==> src/rtl/mc_resp_model_fifo.sv <==
// Synchronous in-order request FIFO with occupancy count, full and empty.
module mc_rq_fifo #(
  parameter int W     = 8,
  parameter int DEPTH = 8
) (
  input  logic                     clk,
  input  logic                     rst_n,
  input  logic                     push_i,
  input  logic                     pop_i,
  input  logic [W-1:0]             wdata_i,
  output logic [W-1:0]             rdata_o,
  output logic [$clog2(DEPTH):0]   count_o,
  output logic                     full_o,
  output logic                     empty_o
);
  localparam int AW = $clog2(DEPTH);

  logic [W-1:0]  mem_q [DEPTH];
  logic [AW-1:0] wr_ptr_q, rd_ptr_q;
  logic [AW:0]   count_q;
  logic          push_ok, pop_ok;

  assign full_o  = (count_q == (AW+1)'(DEPTH));
  assign empty_o = (count_q == '0);
  assign count_o = count_q;
  assign rdata_o = mem_q[rd_ptr_q];
  assign push_ok = push_i && !full_o;
  assign pop_ok  = pop_i && !empty_o;

  always_ff @(posedge clk or negedge rst_n) begin
    if (!rst_n) begin
      wr_ptr_q <= '0;
      rd_ptr_q <= '0;
      count_q  <= '0;
    end else begin
      if (push_ok) wr_ptr_q <= wr_ptr_q + 1'b1;
      if (pop_ok)  rd_ptr_q <= rd_ptr_q + 1'b1;
      count_q <= count_q + (AW+1)'(push_ok) - (AW+1)'(pop_ok);
    end
  end

  // Storage needs no reset: pointers alone define validity.
  always_ff @(posedge clk) begin
    if (push_ok) mem_q[wr_ptr_q] <= wdata_i;
  end

endmodule

==> config.mk <==
export PLATFORM = sky130hd
export DESIGN_NAME = mc_rq_fifo
export DESIGN_NICKNAME = d
export VERILOG_FILES = /design/src/rtl/mc_resp_model_fifo.sv
export SDC_FILE = /design/constraint.sdc
export NUM_CORES = 1
export LEC_CHECK = 0
export BUFFER_PORTS_ARGS = -buffer_cell sky130_fd_sc_hd__buf_2
export CORE_UTILIZATION = 50
export DETAILED_ROUTE_END_ITERATION = 8
export GPL_TIMING_DRIVEN = 0
export HOLD_SLACK_MARGIN = 0.05
export PLACE_DENSITY = 0.65
export SLEW_MARGIN = 30
export SYNTH_ARGS = -nofsm -noshare
export SYNTH_HDL_FRONTEND = slang
export SYNTH_SLANG_ARGS = --single-unit
==> constraint.sdc <==
create_clock -name clk -period 3.9 [get_ports clk]
set_input_delay 0.78 -clock clk [delete_from_list [all_inputs] [get_ports clk]]
set_output_delay 0.78 -clock clk [all_outputs]
set_load 0.1 [all_outputs]
==> metrics.md, run 1 <==
| Metric | Value |
|---|---|
| Status | `finished, final reports clean` |
| Final nets | `212` |
| FF/Latch Area | `2170 µm²` |
| Startpoint types | `flop` |
| Initial Util | `0.518` |
| # H-tree levels | `3` |
| Register area share after synthesis | `0.708` |
| Vias in the first global route | `1480` |
| Num CTS Buffers | `9` |
| Filler Cells Inserted | `446` |
| Synth Flop Type | `edfxtp_1` |
| Critical path fanouts, max | `10` |
| Setup CP Type | `flop to primary output` |
| Largest net degree at the start of global routing | `13` |
| Clock slew at reported path FFs | `0.07 ns` |
| Ant diodes | `0` |
| Layout area overhead | `15.2%` |
| DP Wirelength | `3400 µm` |
| Share of layout cells above drive strength 1 | `0.333` |
| Area share of the largest cell type after synthesis | `0.626` |
| Worst Hold Class | `input pin to async pin` |
| Die area | `6450 µm²` |
| Mapped Nets | `171` |
| Area of the multi-input gates | `850 µm²` |
| Final Hold Violating Endpoints | `0` |
| Area contributors post-synth | `edfxtp_1 (63%), mux4_1 (14%), dfrtp_1 (8.2%)` |
| Initial DRC Count | `132` |
| Setup TNS | `0 ns` |
| Clock sinks | `74` |
| Initial antenna violation count | `0` |
| Wire length per cell | `19.2 µm` |
| Max-cap violations | `0` |
| DIE HEIGHT | `80.3 µm` |
| Synth unique cells | `25` |
| Post-synth EDFFs | `64` |
| GR Overflow Total | `0` |
| Row cnt | `28` |
| Synth Cell Area | `3070 µm²` |
| Worst EP arrival | `2.43 ns` |
| Tcrit/Tclk final | `0.823` |
| RePlAce Congestion | `0.736` |
| Slew of the pin with the lowest slew margin | `0.926 ns` |
| Vias per cell | `5.61` |
| Final Critical Period | `3.21 ns` |
| Die Span X | `80.3 µm` |
| Worst hold slack | `0.292 ns` |
| CTS tree | `done` |
| Clk_lat worst skew | `0.34 ns` |
| Worst-case clock buffer depth | `2` |
| RSZ-0062 raised after global routing | `false` |
| Drt pass-1 iters | `4` |
| Setup-failing EPs final | `0` |
| Post-CTS Setup Bufs | `0` |
| Synth async-reset ratio | `0.135` |
| Global Route Usage Sum | `0.184` |
| CTS Hold Bufs | `0` |
| First-pass GRT wire length | `7810 µm` |
| Port Buffer Count | `25` |
| Synthesis warning total | `0` |
| Post-DRT Antenna Nets | `0` |
| Post-CTS sizing | `0` |
| Top-level I/O count | `26` |
| #FFs+latches synth | `74` |
| CTS Root Cell | `clkbuf_8` |
| CP Data Required Time | `3.12 ns` |
| Cells after Synth | `150` |
| Routed WL | `5180 µm` |
| Worst Setup End Kind | `primary output` |
| CORE AREA | `5920 µm²` |
| Remaining routing DRC violations | `0` |
| Final Skew | `0.00650 ns` |
| Synthesized area per cell | `20.5 µm²` |
| Vias | `1516` |
| Max Slew Vio Count | `0` |
| Yosys top cell by area | `edfxtp_1` |
| Max_slew headroom | `0.380` |
| Fmax | `0.312 GHz` |
-- layer usage --
layer	wire length, µm	up-vias	GRT usage
li1	-	682	-
met1	2270	788	0.229
met2	2590	38	0.283
met3	229	8	0.0602
met4	88	0	0.109
met5	0	-	0
-- cells by family after synthesis --
group / after synthesis / synth area share
AO/OA/AOI/OAI: 2 / 0.00408
XOR/XNOR: 6 / 0.0171
adder cells (fa/ha/maj): 9 / 0.0392
buffers and inverters: 14 / 0.0253
flip-flops: 74 / 0.708
multiplexers: 26 / 0.174
AND/OR/NAND/NOR: 19 / 0.0326
-- cell type report --
type                       instances  area share
clock inverter                     6      0.0166
clock buffer                       9      0.0351
sequential                        74       0.615
tap                               75      0.0266
multi-input combinational         62       0.240
buffer                             5      0.0124
timing repair buffer              30      0.0446
inverter                           9     0.00956
-- state kept, by name, indices dropped and copies added, names as in the netlist --
| register | flops |
|---|---|
| wr_ptr_q | 3 |
| rd_ptr_q | 3 |
| count_o | 4 |
| mem_q | 64 |
-- worst max-delay path: stages, from the launching register on --
cell and delay, ns:
dfrtp_1 0.32, clkbuf_1 0.42, buf_2 0.38, mux4_1 0.37
mux2_2 0.30, buf_2 0.29
-- cell usage in the layout, fill, tap and decap left out, types with 2 or more instances in the layout --
master and instances:
edfxtp_1 64, xor2_1 2, ha_1 8, clkinv_2 2
dfrtp_1 10, nand2b_1 3, nor3_2 4, buf_2 28
clkbuf_8 9, nand3_1 2, buf_4 3, mux2_2 10
mux4_1 16, nand2_1 2, xnor2_1 4, nor2_1 4
inv_1 9, clkinvlp_4 2
-- path summary, 6_finish.rpt --
path | start | to | slack (ns) | cells after the start
setup / recovery | rd_ptr_q[2] | rdata_o[7] | 0.69 | 5
hold / removal | rst_n | rd_ptr_q[0] | 0.29 | 1
setup reg to reg | count_o[2] | count_o[3] | 1.39 | 10
hold reg to reg | count_o[0] | count_o[0] | 0.59 | 1
max in group asynchronous | rst_n | wr_ptr_q[1] | 3.41 | 1
min in group clk | count_o[0] | count_o[0] | 0.59 | 1
-- cell usage after synthesis (2+ instances only) --
cell type,number
edfxtp_1,64
mux4_1,16
dfrtp_1,10
mux2_2,10
inv_1,9
ha_1,8
nor2_1,4
nor3_1,4
xnor2_1,4
nand2b_1,3
nand2_1,2
nand3_1,2
xor2_1,2
-- through the flow --
stage	area, µm²	cells	util	setup slack (ns)
2_1_floorplan	3070	150	-	0.0981
3_3_place_gp	3290	250	0.556	0.975
3_5_place_dp	3350	255	0.566	1.06
4_1_cts	3530	270	0.597	0.630
5_1_grt	3530	270	0.597	0.582
6_report	3530	270	0.597	0.692
Power of run 1 is left out: the tool's default activity adds up to more than one toggle a clock period on the data nets, which glitch-free logic cannot reach.
==> run 2: changes to the inputs <==
--- a/config.mk
+++ b/config.mk
@@ -10,7 +10,7 @@
 export DETAILED_ROUTE_END_ITERATION = 8
 export GPL_TIMING_DRIVEN = 0
 export HOLD_SLACK_MARGIN = 0.05
-export PLACE_DENSITY = 0.65
+export PLACE_DENSITY = 0.67
 export SLEW_MARGIN = 30
 export SYNTH_ARGS = -nofsm -noshare
 export SYNTH_HDL_FRONTEND = slang
==> constraint.sdc (replaced) <==
create_clock -name clk -period 2.8 [get_ports clk]
set_input_delay 0.56 -clock clk [delete_from_list [all_inputs] [get_ports clk]]
set_output_delay 0.56 -clock clk [all_outputs]
set_load 0.1 [all_outputs]
==> metrics.md, run 2 (same netlist as run 1, synthesis figures left out) <==
| Metric | Value |
|---|---|
| Status | `finished, final reports clean` |
| RePlAce Congestion | `0.727` |
| CORE AREA | `5920 µm²` |
| Final Critical Period | `2.71 ns` |
| Row cnt | `28` |
| Layout area overhead | `17.3%` |
| Tcrit/Tclk final | `0.969` |
| Clock slew at reported path FFs | `0.07 ns` |
| Vias | `1498` |
| First-pass GRT wire length | `8050 µm` |
| Remaining routing DRC violations | `0` |
| Num CTS Buffers | `9` |
| # H-tree levels | `3` |
| Slowest cell delay on critical path | `0.55 ns` |
| Initial Util | `0.518` |
| Max FFs per register | `64` |
| Most common cell after layout, fill and taps aside | `edfxtp_1` |
| Top reg by flops | `mem_q` |
| Worst Hold Class | `input pin to async pin` |
| Slowest stage cell, crit path | `mux4_1` |
| Drt pass-1 iters | `4` |
| Startpoint types | `flop` |
| Slew of the pin with the lowest slew margin | `1.01 ns` |
| CTS Root Cell | `clkbuf_8` |
| Cell Chain, Critical Path | `buf_6 -> buf_12 -> mux4_1 -> mux2_2 -> buf_2` |
| CP Data Required Time | `2.24 ns` |
| Fmax | `0.369 GHz` |
| DP Wirelength | `3570 µm` |
| Initial antenna violation count | `0` |
| Vias in the first global route | `1535` |
| Max_slew headroom | `0.321` |
| Ant diodes | `0` |
| CTS tree | `done` |
| Routed WL | `5320 µm` |
| Filler Cells Inserted | `437` |
| Setup-failing EPs final | `0` |
| Vias per cell | `5.57` |
| DIE HEIGHT | `80.3 µm` |
| Worst Setup End Kind | `primary output` |
| RSZ-0062 raised after global routing | `false` |
| Clk_lat worst skew | `0.33 ns` |
| Die area | `6450 µm²` |
| Final Skew | `0.00779 ns` |
| Most frequent cells in the layout | `edfxtp_1 (64), buf_2 (25), mux4_1 (16)` |
| Share of layout cells above drive strength 1 | `0.402` |
| Max Slew Vio Count | `0` |
| Wire length per cell | `19.8 µm` |
| Worst EP arrival | `2.15 ns` |
| Worst hold slack | `0.0746 ns` |
| Die Span X | `80.3 µm` |
| Setup CP Type | `flop to primary output` |
| GR Overflow Total | `0` |
| Post-DRT Antenna Nets | `0` |
| Top-level I/O count | `26` |
| Clock sinks | `74` |
| Max-cap violations | `0` |
| Critical path fanouts, max | `10` |
| Global Route Usage Sum | `0.185` |
| Worst-case clock buffer depth | `2` |
| Port Buffer Count | `25` |
| Final nets | `211` |
| Largest net degree at the start of global routing | `12` |
| Initial DRC Count | `73` |
| Final Hold Violating Endpoints | `0` |
run 2: cell types whose count changed in the layout (fill, tap and decap cells not counted), sizes merged:
cell / change
clkbuf: +3
buf: -2
clkinvlp: -2
run 2: path summary, 6_finish.rpt:
check | slack, ns | end | startpoint | cells past startpoint
setup / recovery | 0.09 | rdata_o[5] | rd_ptr_q[0] | 5
hold / removal | 0.07 | rd_ptr_q[1] | rst_n | 1
setup reg to reg | 0.25 | count_o[1] | count_o[2] | 10
hold reg to reg | 0.60 | count_o[0] | count_o[0] | 1
max in group asynchronous | 2.51 | count_o[3] | rst_n | 1
min in group clk | 0.50 | mem_q[6][6] | wdata_i[6] | 1
run 2: cell type report:
cell class | count | area, µm² | share of cell area
buffer | 4 | 42.5 | 0.0118
clock buffer | 11 | 131 | 0.0365
clock inverter | 4 | 43.8 | 0.0122
inverter | 9 | 36.3 | 0.0101
multi-input combinational | 62 | 907 | 0.252
sequential | 74 | 2180 | 0.606
tap | 75 | 93.8 | 0.0261
timing repair buffer | 30 | 163 | 0.0452
run 2: what timing repair did:
item                                    in CTS  in global routing
endpoints found under the setup margin       8                  3
gates resized for setup                      0                  4
endpoints found under the hold margin        0                  0
setup buffers                                0                  0
hold buffers                                 0                  0
run 2: layer usage:
| layer | up-vias | share of wire | GRT usage |
|---|---|---|---|
| li1 | 680 | - | - |
| met1 | 769 | 0.44 | 0.240 |
| met2 | 35 | 0.51 | 0.294 |
| met3 | 14 | 0.030 | 0.0364 |
| met4 | 0 | 0.023 | 0.0982 |
| met5 | - | 0 | 0 |
run 2: metrics by stage:
step	cells	setup slack, ns	TNS, ns	utilization	instance area [µm²]
final	269	0.0876	0	0.608	3600
after global routing	269	0.00833	0	0.608	3600
after CTS	269	0.0154	0	0.607	3590
after detailed placement	255	0.222	0	0.578	3420
after global placement	250	-0.205	-1.63	0.568	3360
after floorplan	150	-0.333	-0.793	-	3140
run 2: worst max-delay path, delay by kind of cell (launching register included):
kind	cells	cell delay [ns]
multiplexers	2	0.82
buffers and inverters	3	0.63
flip-flops	1	0.37
Power of run 2 is left out for the same reason.
==> run 3: changes to the inputs <==
--- a/config.mk
+++ b/config.mk
@@ -5,6 +5,7 @@
 export SDC_FILE = /design/constraint.sdc
 export NUM_CORES = 1
 export LEC_CHECK = 0
+export ABC_AREA = 1
 export BUFFER_PORTS_ARGS = -buffer_cell sky130_fd_sc_hd__buf_2
 export CORE_UTILIZATION = 50
 export DETAILED_ROUTE_END_ITERATION = 8
==> metrics.md, run 3 <==
| Metric | Value |
|---|---|
| Synthesis warning total | `0` |
| Final Skew | `0.00912 ns` |
| Mapped Nets | `368` |
| Synth top cells by count | `nand2_1 (105), inv_1 (80), edfxtp_1 (64), nand3_1 (35), nand2_2 (11)` |
| Area contributors post-synth | `edfxtp_1 (55%), nand2_1 (11%), inv_1 (8.6%)` |
| #FFs+latches synth | `74` |
| DP Wirelength | `4610 µm` |
| Synth Cell Area | `3480 µm²` |
| Status | `finished, final reports clean` |
| Top-level I/O count | `26` |
| Clock sinks | `74` |
| Most numerous cell in the Yosys netlist | `nand2_1` |
| Die Span X | `85.4 µm` |
| Wire length per cell | `15.2 µm` |
| FF/Latch Area | `2170 µm²` |
| Initial DRC Count | `171` |
| CORE AREA | `6760 µm²` |
| # H-tree levels | `3` |
| RePlAce Congestion | `0.799` |
| Setup WS post-layout | `0.311 ns` |
| First-pass GRT wire length | `11300 µm` |
| Synth async-reset ratio | `0.135` |
| Slew of the pin with the lowest slew margin | `0.874 ns` |
| Placed insts | `456` |
| Final nets | `409` |
| Startpoint types | `flop` |
| Critical path fanouts, max | `10` |
| DIE HEIGHT | `85.4 µm` |
| Clk_lat worst skew | `0.35 ns` |
| Routed WL | `7180 µm` |
| Row cnt | `30` |
| Final Hold Violating Endpoints | `0` |
| CTS tree | `done` |
| Most common cell after layout, fill and taps aside | `nand2_1` |
| Layout area overhead | `14.8%` |
| Vias per cell | `4.80` |
| Max-cap violations | `0` |
| Port Buffer Count | `25` |
| Post-DRT Antenna Nets | `0` |
| Setup CP Type | `flop to primary output` |
| Max FFs per register | `64` |
| Initial antenna violation count | `0` |
| Max Slew Vio Count | `0` |
| Vias in the first global route | `2182` |
| Worst Setup End Kind | `primary output` |
| Fin cells | `473` |
| Synth Flop Type | `edfxtp_1` |
| Fmax | `0.402 GHz` |
| Top reg by flops | `mem_q` |
| Worst EP arrival | `1.93 ns` |
| Filler Cells Inserted | `571` |
| Area share of the largest cell type after synthesis | `0.552` |
| Tcrit/Tclk final | `0.889` |
| Share of layout cells above drive strength 1 | `0.196` |
| Setup-failing EPs final | `0` |
| Area of the multi-input gates | `921 µm²` |
| Post-CTS sizing | `0` |
| Post-synth EDFFs | `64` |
| GR Overflow Total | `0` |
| Register area share after synthesis | `0.624` |
| Yosys top cell by area | `edfxtp_1` |
| Max_slew headroom | `0.414` |
| Ant diodes | `0` |
| Most frequent cells in the layout | `nand2_1 (105), inv_1 (80), edfxtp_1 (64)` |
| Synth unique cells | `20` |
| Global Route Usage Sum | `0.221` |
| Drt pass-1 iters | `4` |
| CP Data Required Time | `2.24 ns` |
| Worst Hold Class | `input pin to flop` |
| Post-placement setup slack | `0.583 ns` |
| RSZ-0062 raised after global routing | `false` |
| Vias | `2270` |
| Remaining routing DRC violations | `0` |
| Initial Util | `0.515` |
| Cells after Synth | `347` |
| Final Critical Period | `2.49 ns` |
| Synthesized area per cell | `10.0 µm²` |
| CTS Root Cell | `clkbuf_8` |
| Worst-case clock buffer depth | `2` |
| Clock slew at reported path FFs | `0.07 ns` |
| Die area | `7300 µm²` |
| Num CTS Buffers | `9` |
| Setup TNS | `0 ns` |
| Largest net degree at the start of global routing | `13` |
[run 3: cell types whose count changed after synthesis, moves of 10 or more]
cell | before | now
nand2_2 | 1 | 11
mux4_1 | 16 | 0
inv_1 | 9 | 80
mux2_2 | 10 | 0
nand3_1 | 2 | 35
nand2_1 | 2 | 105
[run 3: worst paths after layout]
kind / start / end / slack (ns) / depth (start not counted)
worst min register to register: count_o[0] / count_o[0] / 0.53 / 1
max in group asynchronous: rst_n / count_o[2] / 2.00 / 2
worst max register to register: count_o[2] / count_o[2] / 0.58 / 11
worst max-delay path: rd_ptr_q[1] / rdata_o[1] / 0.31 / 8
worst min-delay path: push_i / wr_ptr_q[1] / 0.47 / 3
min in group asynchronous: rst_n / rd_ptr_q[0] / 0.59 / 2
[run 3: per-stage QoR]
stage	util	hold WS [ns]	area, µm²
6_report	0.591	0.465	4000
5_1_grt	0.591	0.471	4000
4_1_cts	0.591	0.447	4000
3_5_place_dp	0.559	0.442	3770
3_3_place_gp	0.548	0.431	3700
2_1_floorplan	-	0.264	3480
[run 3: layout make-up]
cell class,instances,share of cell area
Sequential cell,74,0.544
Multi-Input combinational cell,179,0.231
Inverter,82,0.0789
Timing Repair Buffer,30,0.0413
Clock buffer,11,0.0329
Buffer,12,0.0279
Tap cell,80,0.0251
Clock inverter,5,0.0197
[run 3: kinds of logic (layout without fill, tap and decap cells)]
kind of cell    after synthesis  in the layout  share of synthesized area
fa+ha+maj                     9              9                     0.0345
xor+xnor                      6              6                     0.0151
flops                        74             74                      0.624
simple gates                160            160                      0.198
buf+inv                      94            140                      0.123
compound gates                4              4                    0.00575
[run 3: critical path, cell delays in order (launching register included)]
cell and delay [ns]:
dfrtp_1 0.38, buf_4 0.18, inv_4 0.12, buf_6 0.17
nand3_1 0.09, nand2_1 0.06, nand2_1 0.04, nand2_1 0.10
buf_2 0.43
[run 3: per-layer routing]
layer	GRT usage	part of all wire	up-vias	routed length [µm]
met5	0	0	-	0
met4	0.118	0.024	0	172
met3	0.0535	0.065	16	466
met2	0.340	0.48	66	3430
met1	0.290	0.43	1030	3110
li1	-	-	1158	-
[run 3: what timing repair did]
item,in CTS,in global routing
hold endpoints to repair,2,0
buffers inserted,0,0
hold buffers,1,0
Power of run 3 is left out for the same reason.
